$ cat src/rtl/alarm_controller.sv
// Alarm stage: holds a BCD HH:MM alarm time, detects the alarm minute and
// runs the ring/snooze/stop state machine that drives the buzzer.
module alarm_controller #(
    parameter int unsigned RING_SECS   = 60,
    parameter int unsigned SNOOZE_SECS = 300
) (
    input  logic        clk,
    input  logic        reset,
    input  logic        tick_1hz,
    input  logic [19:0] time_bcd,
    input  logic        arm,
    input  logic        set_mode,
    input  logic        inc_min,
    input  logic        dec_min,
    input  logic        inc_hour,
    input  logic        dec_hour,
    input  logic        stop,
    input  logic        snooze,
    output logic [12:0] alarm_time,
    output logic        ringing,
    output logic        buzzer,
    output logic [1:0]  state
);

    localparam int unsigned RW = $clog2(RING_SECS + 1);
    localparam int unsigned SW = $clog2(SNOOZE_SECS + 1);

    typedef enum logic [1:0] {
        IDLE    = 2'b00,
        RINGING = 2'b01,
        SNOOZE  = 2'b10
    } state_t;

    state_t          st_q, st_d;
    logic [1:0]      ah_t, nh_t;
    logic [3:0]      ah_u, nh_u;
    logic [2:0]      am_t, nm_t;
    logic [3:0]      am_u, nm_u;
    logic [RW-1:0]   ring_cnt, ring_d;
    logic [SW-1:0]   snz_cnt, snz_d;
    logic            buz_d;
    logic            cond, cond_q, trigger;

    assign alarm_time = {ah_t, ah_u, am_t, am_u};
    assign state      = st_q;

    // Per-digit BCD edit; opposing pulses on one field cancel out.
    always_comb begin
        nh_t = ah_t;
        nh_u = ah_u;
        nm_t = am_t;
        nm_u = am_u;
        if (set_mode && inc_min && !dec_min) begin
            if (am_u == 4'd9) begin
                nm_u = 4'd0;
                nm_t = (am_t == 3'd5) ? 3'd0 : am_t + 3'd1;
            end else begin
                nm_u = am_u + 4'd1;
            end
        end else if (set_mode && dec_min && !inc_min) begin
            if (am_u == 4'd0) begin
                nm_u = 4'd9;
                nm_t = (am_t == 3'd0) ? 3'd5 : am_t - 3'd1;
            end else begin
                nm_u = am_u - 4'd1;
            end
        end
        if (set_mode && inc_hour && !dec_hour) begin
            if (ah_t == 2'd2 && ah_u == 4'd3) begin
                nh_t = 2'd0;
                nh_u = 4'd0;
            end else if (ah_u == 4'd9) begin
                nh_u = 4'd0;
                nh_t = ah_t + 2'd1;
            end else begin
                nh_u = ah_u + 4'd1;
            end
        end else if (set_mode && dec_hour && !inc_hour) begin
            if (ah_t == 2'd0 && ah_u == 4'd0) begin
                nh_t = 2'd2;
                nh_u = 4'd3;
            end else if (ah_u == 4'd0) begin
                nh_u = 4'd9;
                nh_t = ah_t - 2'd1;
            end else begin
                nh_u = ah_u - 4'd1;
            end
        end
    end

    assign cond    = arm && !set_mode && (time_bcd[19:7] == alarm_time) && (time_bcd[6:0] == 7'd0);
    assign trigger = cond && !cond_q;

    always_comb begin
        st_d   = st_q;
        ring_d = ring_cnt;
        snz_d  = snz_cnt;
        buz_d  = buzzer;
        case (st_q)
            IDLE: begin
                if (trigger) begin
                    st_d   = RINGING;
                    ring_d = RW'(RING_SECS);
                    buz_d  = 1'b1;
                end
            end
            RINGING: begin
                if (!arm || stop) begin
                    st_d = IDLE;
                end else if (snooze) begin
                    st_d  = SNOOZE;
                    snz_d = SW'(SNOOZE_SECS);
                end else if (tick_1hz) begin
                    ring_d = ring_cnt - RW'(1);
                    buz_d  = !buzzer;
                    if (ring_cnt == RW'(1)) st_d = IDLE;
                end
            end
            SNOOZE: begin
                if (!arm || stop) begin
                    st_d = IDLE;
                end else if (tick_1hz) begin
                    snz_d = snz_cnt - SW'(1);
                    if (snz_cnt == SW'(1)) begin
                        st_d   = RINGING;
                        ring_d = RW'(RING_SECS);
                        buz_d  = 1'b1;
                    end
                end
            end
            default: st_d = IDLE;
        endcase
        if (st_d != RINGING) buz_d = 1'b0;
    end

    always_ff @(posedge clk or posedge reset) begin
        if (reset) begin
            st_q     <= IDLE;
            ah_t     <= '0;
            ah_u     <= '0;
            am_t     <= '0;
            am_u     <= '0;
            ring_cnt <= '0;
            snz_cnt  <= '0;
            cond_q   <= 1'b0;
            ringing  <= 1'b0;
            buzzer   <= 1'b0;
        end else begin
            st_q     <= st_d;
            ah_t     <= nh_t;
            ah_u     <= nh_u;
            am_t     <= nm_t;
            am_u     <= nm_u;
            ring_cnt <= ring_d;
            snz_cnt  <= snz_d;
            cond_q   <= cond;
            ringing  <= (st_d == RINGING);
            buzzer   <= buz_d;
        end
    end

endmodule

$ cat config.mk
export PLATFORM = sky130hd
export DESIGN_NAME = alarm_controller
export DESIGN_NICKNAME = d
export VERILOG_FILES = /design/src/rtl/alarm_controller.sv
export SDC_FILE = /design/constraint.sdc
export NUM_CORES = 1
export LEC_CHECK = 0
export ABC_AREA = 1
export CAP_MARGIN = 20
export CORE_AREA = 2 2 80 82
export CTS_BUF_LIST = sky130_fd_sc_hd__clkbuf_4
export DETAILED_ROUTE_END_ITERATION = 16
export DIE_AREA = 0 0 82 84
export GPL_TIMING_DRIVEN = 0
export PLACE_DENSITY = 0.69
export SLEW_MARGIN = 5
export SYNTH_ARGS = -nofsm -noshare
export SYNTH_HDL_FRONTEND = slang
export SYNTH_SLANG_ARGS = --single-unit
$ cat constraint.sdc
create_clock -name clk -period 4.28 [get_ports clk]
set_input_delay 0.856 -clock clk [delete_from_list [all_inputs] [get_ports clk]]
set_output_delay 0.856 -clock clk [all_outputs]
set_load 0.03 [all_outputs]
==> metrics.md <==
| Metric | Value |
|---|---|
| Drt pass-1 iters | `4` |
| Placed Area | `between 2000 and 3000 um2` |
| Data arrival, critical path | `between 1500 and 2000 ps` |
| Main area contributors after synthesis | `dfrtp_1 (35%), nand2_1 (13%), inv_1 (8.5%)` |
| Buf/Inv on CP | `1` |
| VDD IR max | `~0.00025 V` |
| Die H | `84 um` |
| Post-cts gate resize count | `0` |
| Clock tree buffer depth | `2` |
| Setup Buffers After CTS | `0` |
| WL/cell | `about 11 um` |
| Layout cells sized above 1 | `under 10%` |
| Final Cycle Share | `between 50 and 60%` |
| CP Cell Sequence | `clkdlybuf4s50_1` |
| IO Port Bufs | `between 40 and 50` |
| CTS tree | `yes` |
| Vias in the first global route | `2167` |
| DP Wirelength | `between 4 and 5 mm` |
| Vias per Instance | `around 5` |
| Clock latency on the worst-skew pair | `340 ps` |
| Final WL | `~5.4 mm` |
| RSZ-0062 raised after global routing | `no` |
| Leakage power | `between 0.001 and 0.0015 uW` |
| Hold Vio Cnt, Final | `0` |
| Initial antenna violation count | `0` |
| Post-synth top area share | `between 30% and 40%` |
| Number of synthesized flops with an enable pin | `0` |
| Horiz. Die Dim | `roughly 82 um` |
| Crit path required time | `3420 ps` |
| Overall power after layout | `~1300 uW` |
| CTS Buf Count | `5` |
| Post-synthesis cell count | `approximately 340` |
| Layout Skew | `5.64 ps` |
| Critical Path Sink Type | `primary output` |
| Hold Crit Class | `register to register` |
| Yosys cell types | `36` |
| Placer Congestion | `0.876` |
| First-pass GRT wire length | `about 9.4 mm` |
| TNS Setup | `0 ps` |
| Max-slew headroom | `around 53%` |
| Antenna Cells | `0` |
| Synth area leader | `dfrtp_1` |
| Max cap viols | `0` |
| Synth warn | `0` |
| Most frequent cell after synthesis | `nand2_1` |
| Post-detailed-route count of antenna-violating nets | `0` |
| Largest net degree at the start of global routing | `34` |
| Avg Synthesized Cell Area | `6.91 um2` |
| Synth Net Count | `about 380` |
| Fin crit period | `between 2000 and 2500 ps` |
| CP peak stage delay | `between 700 and 800 ps` |
| Final instance area | `between 2000 and 3000 um2` |
| Ports | `48` |
| Crit-path slowest cell | `clkdlybuf4s50_1` |
| Seq/Total Area, Yosys | `35.3%` |
| CTS Sinks | `33` |
| DRT iter0 DRCs | `74` |
| CTS clk-pin slew, worst paths | `between 100 and 150 ps` |
| Die area | `between 6000 and 7000 um2` |
| Global Route Usage Sum | `around 17%` |
| CP delay by family, top | `buffers and inverters` |
| Predominant post-synthesis flop cell | `dfrtp_1` |
| Post-synth top cells | `nand2_1 (82), inv_1 (53), nor2_1 (45), dfrtp_1 (33), o21ai_0 (28)` |
| Synth async-reset ratio | `100%` |
| Final Setup Violations | `0` |
| #FFs+latches synth | `33` |
| Grt total ovfl | `0` |
| Via count | `approximately 2300` |
| Post-Syn Area | `between 2000 and 2500 um2` |
| H-tree levels | `2` |
| Area Growth Syn to Fin | `26.3%` |
| Drc violations | `0` |
| Core area | `~6100 um2` |
| Dpl ws | `1590 ps` |
| Worst Setup Start Kind | `register` |
| CTS Root Cell | `clkbuf_4` |
| Slew Limit Fails | `0` |
| FP Rows | `29` |
| Final net count | `435` |
| Hold_buf cts | `0` |
| # fillers | `~620` |
| Starting Density | `38.4%` |
| CP max FO | `8` |
| Worst-Margin Slew | `slightly above 700 ps` |
| Worst Slack Setup Final | `1880 ps` |
| Status | `finished, final reports clean` |
| Fmax | `between 0.4 and 0.5 GHz` |
| P per Cell Area | `447 nW/um2` |
| Critical path type | `register to primary output` |
per-stage QoR:
stage               hold slack, ps  cells  utilization [%]
detailed placement             504    463             47.7
finish                         533    471             48.5
global route                   574    471             48.5
floorplan                      474    339                -
global placement               503    463             47.7
CTS                            541    471             48.5
state kept, by name (all words and copies together) (netlist names):
register and cells:
snz_cnt 9, ring_cnt 6, ah_u 4, am_u 4
am_t 3, ah_t 2, state 2, buzzer 1
cond_q 1, ringing 1
cell type report:
| class | count | area (um2) | share of cell area, % |
|---|---|---|---|
| Multi-Input combinational cell | 247 | 1280 | 43.3 |
| Sequential cell | 33 | 826 | 27.9 |
| Timing Repair Buffer | 47 | 470 | 15.9 |
| Inverter | 57 | 216 | 7.32 |
| Tap cell | 77 | 96.3 | 3.26 |
| Clock buffer | 5 | 37.5 | 1.27 |
| Buffer | 2 | 18.8 | 0.634 |
| Clock inverter | 3 | 12.5 | 0.423 |
report_power, final:
| group | total, uW | leakage [uW] | switching, uW | internal, uW |
|---|---|---|---|---|
| clock | 171 | 0.0000300 | 111 | 59.4 |
| combinational | 687 | 0.00102 | 404 | 283 |
| sequential | 464 | 0.000415 | 86.1 | 377 |
path summary, 6_finish.rpt:
| kind | start | to | slack (ps) | depth (start not counted) |
|---|---|---|---|---|
| hold reg to reg | snz_cnt[3]$_DFFE_PP0P_ | snz_cnt[3]$_DFFE_PP0P_ | 530 | 2 |
| min in group asynchronous | reset | ah_u[2]$_DFFE_PP0P_ | 930 | 2 |
| setup / recovery | ah_u[0]$_DFFE_PP0P_ | alarm_time[7] | 1880 | 1 |
| max in group asynchronous | reset | snz_cnt[3]$_DFFE_PP0P_ | 2880 | 2 |
| setup reg to reg | ah_u[0]$_DFFE_PP0P_ | ah_t[0]$_DFFE_PP0P_ | 2530 | 7 |
| hold / removal | snz_cnt[3]$_DFFE_PP0P_ | snz_cnt[3]$_DFFE_PP0P_ | 530 | 2 |
cells by family (layout without fill, tap and decap cells):
family / Yosys count / in the layout / synth area share, %
and+or+nand+nor: 168 / 168 / 31.5
AOI/OAI and AO/OA: 61 / 61 / 14.7
buffers and inverters: 59 / 114 / 10.0
DFF: 33 / 33 / 35.3
adders and majority gates: 11 / 11 / 5.88
xor gates and xnor gates: 7 / 7 / 2.62
placed cells by master (no fill, tap or decap), drive strengths merged:
cell type / synthesis / routed
nor4: 1 / 1
inv: 57 / 57
a21oi: 9 / 9
o21a: 1 / 1
xor2: 4 / 4
a211o: 1 / 1
o31ai: 1 / 1
nand3: 18 / 18
nor3: 6 / 6
dfrtp: 33 / 33
ha: 11 / 11
or2: 4 / 4
clkinv: 0 / 3
nand3b: 2 / 2
nand4: 4 / 4
xnor2: 3 / 3
o21bai: 1 / 1
a22oi: 1 / 1
o21ai: 36 / 36
clkdlybuf4s50: 0 / 47
a32oi: 1 / 1
buf: 2 / 2
a31oi: 2 / 2
o211ai: 7 / 7
o22ai: 1 / 1
clkbuf: 0 / 5
nand2: 86 / 86
nor2: 46 / 46
and2: 1 / 1
per-layer routing:
metal	vias to the layer above	track usage (%)	part of all wire (%)
met2	44	27.4	47
met4	0	5.91	1.6
met1	1049	22.7	48
met3	9	3.03	3.4
li1	1200	-	-
met5	-	0	0
(Power assumes the default switching activity.)
